**src/rtl/shift_cmd_sequencer_pkg.sv**
```systemverilog
// Shared definitions for the shift command sequencer.
// Holds the shifter opcodes the sequencer treats specially and the FSM
// state encoding. It also provides a helper that identifies load-only commands.
package shift_cmd_sequencer_pkg;

  localparam logic [3:0] OP_LOAD = 4'b0100;
  localparam logic [3:0] OP_HOLD = 4'b0101;

  typedef enum logic [1:0] {
    ST_IDLE    = 2'd0,
    ST_LOAD    = 2'd1,
    ST_SHIFT   = 2'd2,
    ST_CAPTURE = 2'd3
  } state_e;

  // LOAD/HOLD commands only load the operand; their amount is ignored.
  function automatic logic is_load_only(input logic [3:0] op);
    return (op == OP_LOAD) || (op == OP_HOLD);
  endfunction

endpackage

```
**src/rtl/shift_cmd_sequencer_cmd_fifo.sv**
```systemverilog
// Show-ahead synchronous command FIFO.
// Ports:
//   clk, rst_n   clock, async active-low reset (clears pointers/count)
//   push, din    write din when push && !full
//   pop, dout    dout is the head entry; pop advances when !empty
//   full, empty  occupancy flags
module shift_cmd_sequencer_cmd_fifo #(
  parameter int W     = 12,
  parameter int DEPTH = 4
) (
  input  logic         clk,
  input  logic         rst_n,
  input  logic         push,
  input  logic         pop,
  input  logic [W-1:0] din,
  output logic [W-1:0] dout,
  output logic         full,
  output logic         empty
);
  localparam int AW = $clog2(DEPTH);

  logic [W-1:0]  mem [DEPTH];
  logic [AW-1:0] wr_ptr, rd_ptr;
  logic [AW:0]   count;
  logic          do_push, do_pop;

  assign do_push = push && !full;
  assign do_pop  = pop && !empty;
  assign full    = (count == (AW+1)'(DEPTH));
  assign empty   = (count == '0);
  assign dout    = mem[rd_ptr];

  always_ff @(posedge clk or negedge rst_n) begin
    if (!rst_n) begin
      wr_ptr <= '0;
      rd_ptr <= '0;
      count  <= '0;
    end else begin
      if (do_push) wr_ptr <= wr_ptr + 1'b1;
      if (do_pop)  rd_ptr <= rd_ptr + 1'b1;
      count <= count + (AW+1)'(do_push) - (AW+1)'(do_pop);
    end
  end

  // Storage needs no reset: entries are only read after being written.
  always_ff @(posedge clk) begin
    if (do_push) mem[wr_ptr] <= din;
  end

endmodule

```
**src/rtl/shift_cmd_sequencer.sv**
```systemverilog
// Command stage in front of a barrel shifter.
// Commands (op, amt, data) are queued and replayed onto the shifter as one
// LOAD step. This is followed by ceil(amt/SMAX) shift steps of at most SMAX each.
// The shifter's registered output is then captured as a one-cycle strobe.
// Ports:
//   clk, rst_n                      clock, async active-low reset
//   cmd_valid/cmd_ready             command handshake (cmd_ready = !full)
//   cmd_op, cmd_amt, cmd_data       command fields
//   sh_datain, sh_op, sh_s          drive barrel_shifter inputs
//   sh_dataout                      barrel_shifter registered output
//   res_valid, res_data             result strobe, data held until next strobe
//   busy                            command in flight or queued
module shift_cmd_sequencer
  import shift_cmd_sequencer_pkg::*;
#(
  parameter int N     = 5,
  parameter int DEPTH = 4,
  parameter int AMT_W = 3,
  parameter int S_W   = 2
) (
  input  logic             clk,
  input  logic             rst_n,
  input  logic             cmd_valid,
  output logic             cmd_ready,
  input  logic [3:0]       cmd_op,
  input  logic [AMT_W-1:0] cmd_amt,
  input  logic [N-1:0]     cmd_data,
  output logic [N-1:0]     sh_datain,
  output logic [3:0]       sh_op,
  output logic [S_W-1:0]   sh_s,
  input  logic [N-1:0]     sh_dataout,
  output logic             res_valid,
  output logic [N-1:0]     res_data,
  output logic             busy
);
  localparam int FW = 4 + AMT_W + N;
  localparam logic [AMT_W-1:0] SMAX = AMT_W'((1 << S_W) - 1);

  state_e           state;
  logic [3:0]       op_r;
  logic [AMT_W-1:0] rem_r;
  logic [N-1:0]     data_r;

  logic             fifo_full, fifo_empty, push, pop;
  logic [FW-1:0]    fifo_dout;
  logic [3:0]       head_op;
  logic [AMT_W-1:0] head_amt;
  logic [N-1:0]     head_data;
  logic [AMT_W-1:0] chunk, rem_next;

  assign cmd_ready = !fifo_full;
  assign push      = cmd_valid && cmd_ready;
  assign pop       = (state == ST_IDLE) && !fifo_empty;
  assign busy      = (state != ST_IDLE) || !fifo_empty;
  assign {head_op, head_amt, head_data} = fifo_dout;

  shift_cmd_sequencer_cmd_fifo #(.W(FW), .DEPTH(DEPTH)) u_fifo (
    .clk   (clk),
    .rst_n (rst_n),
    .push  (push),
    .pop   (pop),
    .din   ({cmd_op, cmd_amt, cmd_data}),
    .dout  (fifo_dout),
    .full  (fifo_full),
    .empty (fifo_empty)
  );

  // Largest chunk the shifter can take this step; never exceeds rem_r.
  assign chunk    = (rem_r > SMAX) ? SMAX : rem_r;
  assign rem_next = rem_r - chunk;

  always_ff @(posedge clk or negedge rst_n) begin
    if (!rst_n) begin
      state     <= ST_IDLE;
      op_r      <= OP_HOLD;
      rem_r     <= '0;
      data_r    <= '0;
      res_valid <= 1'b0;
      res_data  <= '0;
    end else begin
      res_valid <= 1'b0;
      case (state)
        ST_IDLE: if (!fifo_empty) begin
          op_r   <= head_op;
          rem_r  <= head_amt;
          data_r <= head_data;
          state  <= ST_LOAD;
        end
        ST_LOAD:
          state <= (!is_load_only(op_r) && rem_r != '0) ? ST_SHIFT : ST_CAPTURE;
        ST_SHIFT: begin
          rem_r <= rem_next;
          if (rem_next == '0) state <= ST_CAPTURE;
        end
        ST_CAPTURE: begin
          // Shifter's last step landed on the previous edge; its output is final.
          res_data  <= sh_dataout;
          res_valid <= 1'b1;
          state     <= ST_IDLE;
        end
        default: state <= ST_IDLE;
      endcase
    end
  end

  always_comb begin
    sh_op     = OP_HOLD;
    sh_s      = '0;
    sh_datain = data_r;
    case (state)
      ST_LOAD:  sh_op = OP_LOAD;
      ST_SHIFT: begin
        sh_op = op_r;
        sh_s  = S_W'(chunk);
      end
      default: ;
    endcase
  end

endmodule

```
**config.mk**
```make
export PLATFORM = sky130hd
export DESIGN_NAME = shift_cmd_sequencer
export DESIGN_NICKNAME = d
export VERILOG_FILES = /design/src/rtl/shift_cmd_sequencer_pkg.sv /design/src/rtl/shift_cmd_sequencer_cmd_fifo.sv /design/src/rtl/shift_cmd_sequencer.sv
export SDC_FILE = /design/constraint.sdc
export NUM_CORES = 1
export LEC_CHECK = 0
export BUFFER_PORTS_ARGS = -buffer_cell sky130_fd_sc_hd__buf_4
export CAP_MARGIN = 20
export CORE_MARGIN = 1
export CORE_UTILIZATION = 52
export DETAILED_ROUTE_END_ITERATION = 8
export HOLD_SLACK_MARGIN = 0.15
export PLACE_DENSITY = 0.73
export SLEW_MARGIN = 5
export SYNTH_ARGS = -nofsm -noshare
export SYNTH_HDL_FRONTEND = slang
export SYNTH_SLANG_ARGS = --single-unit
```
**constraint.sdc**
```tcl
create_clock -name clk -period 5.5 [get_ports clk]
set_input_delay 0.825 -clock clk [delete_from_list [all_inputs] [get_ports clk]]
set_output_delay 0.825 -clock clk [all_outputs]
set_load 0.03 [all_outputs]
```
==> summary.md, run 1 <==
The post-layout total power came out at 2.286 mW. The via-per-instance ratio is 5.350, and the number of global-route vias before repair is 1,726. The clock arrives with 6.764 ps of skew.

The height of the die works out to 79.64 um. The residual antenna-violating net count after detailed routing is 0. The cell at the root of the clock tree is clkbuf_8.

The switching portion of total power is 35.87%, and the area occupied by multi-input gates is 937.1 um^2. Routability-driven placement finished with a final weighted congestion of 0.8053. After clock tree synthesis, the clock-pin slew on the worst setup and hold paths is 80 ps. At the worst endpoint, the arrival time is 1960 ps.

The tightest min-delay check is of the in -> async type. The detailed router finished its first iteration with 93 violations. Adding up every negative setup slack in the final design gives 0 ps.

The stage delay of the slowest cell on the critical path is 420 ps. Traced cell by cell, the critical path runs through inv_1 -> ha_1 -> clkinv_1 -> mux2i_1 -> buf_4. Buffers inserted during clock tree synthesis total 9. The number of hold violations in the final report is 0.

The tool flagged a number of max-cap violations equal to 0. Entering global routing, the biggest net connects 28 pins. The die footprint was 6342 um^2; the area of the core was 5642 um^2. The sequential cells in the finished layout cover a total of 2120 um^2.

Setup repair after global routing left no endpoint under its margin. In this design, the largest share of critical-path delay is due to buffers and inverters. The H-tree was split into 3 levels. STA puts the critical path data required time at 4680 ps.

Dividing total power by cell area gives a power density of 616.5 nW/um^2. The logs give 0 for the number of antenna violations at the first check in global routing and 358.8 MHz for the maximum clock frequency. In this run the register-to-register setup slack is 2740 ps. The initial utilization of the core area, before any placement, comes to 55.56%. On the critical path, the stage with the largest delay is an instance of dfrtp_1.

The clock passes through at most 2 buffers. For this run, the total global-route usage over all layers was measured as 18.87%. The repair_antennas step left the layout with diodes totalling 0. The analysis attributes to cell leakage a power of 1.495 nW. Buffers placed on the I/O ports in this run total 38.

Number of max-slew violations in the final report: 0. The transition time at the pin with the least slew margin works out to 852.2 ps. The Yosys step of the flow raised 0 warnings. The worst path in the final design needs a cycle of 2787 ps, including I/O delays and setup. The run finished with clean final reports. The first global-routing pass estimated 8.480 mm of wire. The logs give 3134 um^2 for the synthesized area and 3.501 mm for the HPWL reported at the end of detailed placement. The final layout contains 276 nets. The width of the die is 79.64 um. In this run the core area contains 27 standard-cell rows. Sequential area share after synthesis: 67.62%.

Per report_power, the combinational group accounts for 38.2% of the total. The worst setup path is captured at a primary output. The number of placed instances with taps included is 304, and the number of search-and-repair iterations in the first detailed-routing pass is 4. The DRC violation count after routing was 0; the clock latency on the worst-skew pair was 340 ps.

Detailed routing inserted a total of 1,712 vias. The period utilization was 50.67%; the final routed wirelength across all metal layers was 5.181 mm. Setup violations remaining at the end of the flow were counted as 0.

The worst pin sits at a relative slew slack of 43.19%. The clock net in this run drives a total of 75 sinks. The number of nets in the synthesized netlist is 233.

Startpoint type of the worst setup path: a flop. The most frequent standard cell in the layout excluding fill and tap cells was edfxtp_1. The cell count after synthesis came out at 200. The run gives 421 as the final-layout fill cell count. The setup path with the least slack is of type reg -> out. The run gives 0 as the count of hold-fix buffers inserted at cts. Counting both buffers and inverters, the worst setup path holds a total of 3. The critical-path maximum fanout is 9, and the part of the total power dissipated in the clock network is 21.0%. The detail-routed net length per standard cell came out at 16.19 um. TritonCTS built the clock tree.

The synthesized area divided by synthesized cell count was 15.67 um^2; the fraction of layout cells with a size suffix above 1 was 32.26%. During I/O placement, the number of pins put on the boundary was 39. The tools report the post-cts resize count as 0.

The finished layout holds 320 standard cells, fillers aside. The area growth from synthesis to layout is 18.28%. After global routing the overflow that remains totals 0. After synthesis, the netlist uses 32 different library cells. In the layout the commonest cells are edfxtp_1 (48), buf_4 (38), nand2_1 (33), dfrtp_1 (25).

The run gives 819.8 uW as the net switching power. The synthesized flop and latch total works out to 75. The number of setup buffers added after CTS is 0.

Internal power comes to 1.466 mW. The worst-case IR drop observed on VDD is 0.3376 mV. Sequential power share: 40.8%.
## registers in the layout (all words and copies together) (netlist names)
register / flops
u_fifo.count: 3
u_fifo.mem: 48
state: 2
rem_r: 3
u_fifo.wr_ptr: 2
sh_datain: 5
res_valid: 1
op_r: 4
res_data: 5
u_fifo.rd_ptr: 2
## metrics by stage
stage / utilization (%) / setup slack (ps) / cell area, um^2 / hold slack [ps]
finish: 65.71 / 2713 / 3707 / 380.7
global route: 65.71 / 2445 / 3707 / 397.4
CTS: 65.71 / 2691 / 3707 / 385.4
detailed placement: 61.57 / 2735 / 3473 / 469.5
global placement: 61.57 / 2783 / 3473 / 469.1
floorplan: - / 3039 / 3134 / 446.6
## worst paths after layout
| path | startpoint | cells after the start | to |
|---|---|---|---|
| min in group clk | sh_datain[4]$_DFFE_PN0P_ | 2 | sh_datain[4]$_DFFE_PN0P_ |
| min reg2reg | sh_datain[4]$_DFFE_PN0P_ | 2 | sh_datain[4]$_DFFE_PN0P_ |
| max in group asynchronous | rst_n | 1 | op_r[2]$_DFFE_PN1P_ |
| max | state[0]$_DFFE_PN0P_ | 5 | sh_op[0] |
| min | rst_n | 1 | res_valid$_DFF_PN0_ |
| max reg2reg | u_fifo.count[0]$_DFF_PN0_ | 8 | u_fifo.count[2]$_DFF_PN0_ |
## power by group through the flow
stage | combinational, mW | clock [mW] | sequential [mW]
2_1_floorplan | 0.610 | 0 | 0.956
3_3_place_gp | 0.865 | 0 | 0.942
3_5_place_dp | 0.879 | 0 | 0.949
4_1_cts | 0.888 | 0.489 | 0.939
5_1_grt | 0.959 | 0.514 | 0.965
6_report | 0.872 | 0.480 | 0.934
## cells by family after synthesis
group                      synth area share (%)
muxes                                     11.58
DFF                                       67.62
AOI/OAI and AO/OA                         3.233
buffers and inverters                     2.475
and+or+nand+nor                           8.263
adders and majority gates                 5.429
xor gates and xnor gates                  1.397
## per-layer routing
layer  part of all wire (%)  vias up  global-route usage (%)
met5                      0        -                       0
met4                    1.4        0                   8.727
met3                    5.6       10                   5.829
met2                     50       50                   29.23
met1                     43      844                   24.42
li1                       -      808                       -
## cells in the mapped netlist
master    instances  share of area [%]
or4b_1            1               0.32
nand2_1          33                4.0
mux4_2           12                8.6
dfrtp_1          25                 20
dfstp_2           2                1.7
o21a_4            1               0.48
ha_1             12                4.8
and2_1            6                1.2
and2_2            1               0.24
a31oi_1           3               0.60
o21ai_0           1               0.16
or2_2             2               0.40
inv_1            10                1.2
mux2_4            1               0.48
mux2_2            6                2.2
nor2_1            6               0.72
clkinv_1          1               0.12
nand2b_1          2               0.40
o21ai_1           1               0.16
xnor2_1           5                1.4
o31ai_2           1               0.40
a21boi_1          1               0.24
nand3b_1          2               0.48
nor2b_1           2               0.40
buf_2             5               0.80
o221ai_1          2               0.56
nor3_1            1               0.16
mux2i_1           1               0.32
buf_6             1               0.36
fa_1              1               0.64
edfxtp_1         48                 46
a21oi_1           4               0.64
## area by class of cell
type	instances	area share [%]
Timing Repair Buffer	38	7.695
Clock inverter	6	2.599
Tap cell	72	2.430
Inverter	11	1.114
Clock buffer	10	3.712
Multi-Input combinational cell	108	25.28
Sequential cell	75	57.17
(Power assumes the default switching activity.)
==> run 2: changes to the inputs <==
==> constraint.sdc (replaced) <==
create_clock -name clk -period 2.6 [get_ports clk]
set_input_delay 0.39 -clock clk [delete_from_list [all_inputs] [get_ports clk]]
set_output_delay 0.39 -clock clk [all_outputs]
set_load 0.03 [all_outputs]
==> run 2 against run 1 <==
Against the previous run: setup slack worse by 2500 ps; critical endpoint is now busy; die area unchanged; largest power group unchanged; sequential share of layout area down 0.91 points; clock skew up 3.4 ps.
==> summary.md, run 2 (synthesis gave the netlist of run 1 again) <==
The HPWL reported at the end of detailed placement was 3.621 mm (+3.4%). The tools report the worst setup slack before clock tree synthesis as 396.0 ps (-2339 ps). Setup repair after global routing left no endpoint under its margin. The stage delay of the slowest cell on the critical path was 600 ps (+180 ps); the total of max-cap violations was 0 (unchanged). The post-layout total power is 4.933 mW (+120%), and the residual antenna-violating net count after detailed routing is 0 (unchanged).

The number of placed instances with taps included was 311 (+2.3%). The routability congestion estimate from global placement was 0.8134 (+1.0%); the clock sink count was 75 (unchanged). The detail-routed net length per standard cell came out at 16.35 um (+0.96%).

Traced cell by cell, the critical path runs through inv_1 -> ha_1 -> or4b_1 -> buf_4. The run gives 55.56% (unchanged) as the starting utilization of the core area. The run gives 260.4 ps (-2453 ps) as the minimum setup slack in the final design. The final-report setup violation count was 0 (unchanged). The width of the die came out at 79.64 um (unchanged). The number of instances on the worst hold path was 1. Leaving out fill and tap cells, the most frequent cell in the layout is edfxtp_1.

The count of input and output buffers works out to 38 (unchanged). The worst path buffer plus inverter count was 2 (-1); the worst IR drop on VDD was 0.6636 mV (+97%). Static timing analysis puts the maximum clock frequency at 427.4 MHz. The flip-flop count of the largest register, all copies and words added is 48 (unchanged), and the maximum count of clock buffers along a single path is 2 (unchanged). The top cell types in the final layout, fill and taps aside, are edfxtp_1 (48), buf_4 (45), nand2_1 (33), dfrtp_1 (25). The tools report the count of boundary I/O pins as 39 (unchanged). Cell at the root of the clock tree: clkbuf_8. Clock-pin transition on the worst setup and hold timing paths: 80 ps (about the same). TritonCTS built the clock tree. The period utilization is 89.98%.

Global-route wire length before repair: 8.742 mm (+3.1%). The worst setup path is captured at a primary output. The run gives 5642 um^2 (unchanged) as the area of the core. The total number of placement rows came out at 27 (unchanged). The run gives 3 (unchanged) as the maximum level of the CTS H-tree.

Height of the die: 79.64 um (unchanged). The run gives 246.9 ps (-133.7 ps) as the worst hold margin. The required arrival time at the worst endpoint is 2210 ps (-2470 ps), and the fraction of layout cells with a size suffix above 1 is 33.33% (+1.1 points). The total leakage power was 1.536 nW (+2.8%); the via-per-instance ratio was 5.229 (-2.3%). In this design, the largest share of critical-path delay is due to simple AND/OR/NAND/NOR gates. Total stage count of the critical path: 4 (-1). For the number of search-and-repair iterations in the first detailed-routing pass, the log shows 4 (unchanged).

The register ranked first by flip-flop count was u_fifo.mem. The startpoint type of the worst setup path was a flop. The largest net degree at the start of global routing was 28 (unchanged); the routed via count was 1,710 (-0.12%).

The slowest stage of the critical path is the or4b_1 cell. The run gives 284 (+2.9%) as the number of nets in the layout. The count of antenna diodes in the layout is 0 (unchanged). The tools report the number of max-slew violations in the final report as 0 (unchanged). The buffer count from post-CTS setup fixing came out at 0 (unchanged). The tools report the number of global-route vias before repair as 1,879 (+8.9%).

The run gives 10.21 ps (+3.449 ps) as the worst clock skew. Classification of the worst setup path: reg -> out. The transition time at the pin with the least slew margin was 594.8 ps (-257.4 ps). The logs give 6342 um^2 (unchanged) for the die footprint and 5.345 mm (+3.2%) for the final routed wirelength across all metal layers.

Class of the worst hold path: in -> reg. The number of antenna violations at the first check in global routing is 0 (unchanged), and the clock latency on the worst-skew pair is 340 ps (about the same). The endpoint arrival time on the critical path was 1950 ps (about the same). The minimum setup slack among reg-to-reg paths is 370 ps (-2370 ps), and the summed negative setup slack over all endpoints is 0 ps (unchanged). The leftover overflow at the end of global routing was 0 (unchanged); the overall global routing resource usage was 19.23% (+0.36 points).

The number of hold violations in the final report came out at 0 (unchanged). The cell area power density is 1309 nW/um^2 (+110%), and the number of cells in the finished layout apart from fillers is 327 (+2.2%). The flow ran to the end, and the final reports show no timing, DRC or antenna violations.

DRC marker count from the first detailed-route iteration: 83 (-11%). The tools report the post-cts resize count as 0 (unchanged). The run gives 9 (unchanged) as the number of buffers created by CTS. The worst-case reg-to-reg path depth was 10 (+2). The DRC violation count after routing is 0 (unchanged), and the synthesis-to-layout area growth is 20.20%. The critical-path maximum fanout is 7 (-2).

Worst slew margin relative to its limit: 60.35% (+17 points). The shortest clock period the worst path allows after layout is 2340 ps.
run 2: changes by cell type in the layout (fill, tap and decap cells not counted), sizes merged:
cell and delta:
clkinv +1, buf +7, inv -2, dlygate4sd3 +1, clkinvlp -1, bufinv +1
run 2: repair_timing:
item                                    CTS  global route
hold buffers                              1             0
endpoints found under the setup margin    0             0
hold endpoints to repair                 25             0
run 2: stage by stage:
step                      util, %  cell area, um^2
after floorplan                 -             3134
after global placement      62.50             3526
after detailed placement    62.50             3526
after CTS                   66.78             3767
after global routing        66.78             3767
final                       66.78             3767
run 2: final timing paths:
path	startpoint	to
min in group asynchronous	rst_n	rem_r[1]$_DFFE_PN0P_
max in group asynchronous	rst_n	op_r[0]$_DFFE_PN1P_
worst max-delay path	state[0]$_DFFE_PN0P_	busy
worst max register to register	state[0]$_DFFE_PN0P_	u_fifo.count[2]$_DFF_PN0_
worst min register to register	op_r[2]$_DFFE_PN1P_	op_r[2]$_DFFE_PN1P_
worst min-delay path	cmd_op[1]	u_fifo.mem[0][9]$_DFFE_PP_
run 2: power breakdown:
part / switching (mW) / leakage, nW / total, mW / internal (mW)
Combinational: 1.03 / 0.662 / 1.94 / 0.903
Clock: 0.407 / 0.116 / 1.04 / 0.633
Sequential: 0.280 / 0.758 / 1.96 / 1.68
run 2: final cells by class:
cell class	instances	area [um^2]
Timing Repair Buffer	46	347.8
Tap cell	72	90.09
Fill cell	421	1874
Clock inverter	5	103.9
Clock buffer	10	127.6
Multi-Input combinational cell	108	937.1
Sequential cell	75	2120
Inverter	11	41.29
run 2: metal layers:
layer  global-route usage [%]  vias up  wire length [um]
li1                         -      820                 -
met1                    22.27      833              2276
met2                    33.16       52              2742
met3                    6.057        5               281
met4                    7.455        0                44
met5                        0        -                 0
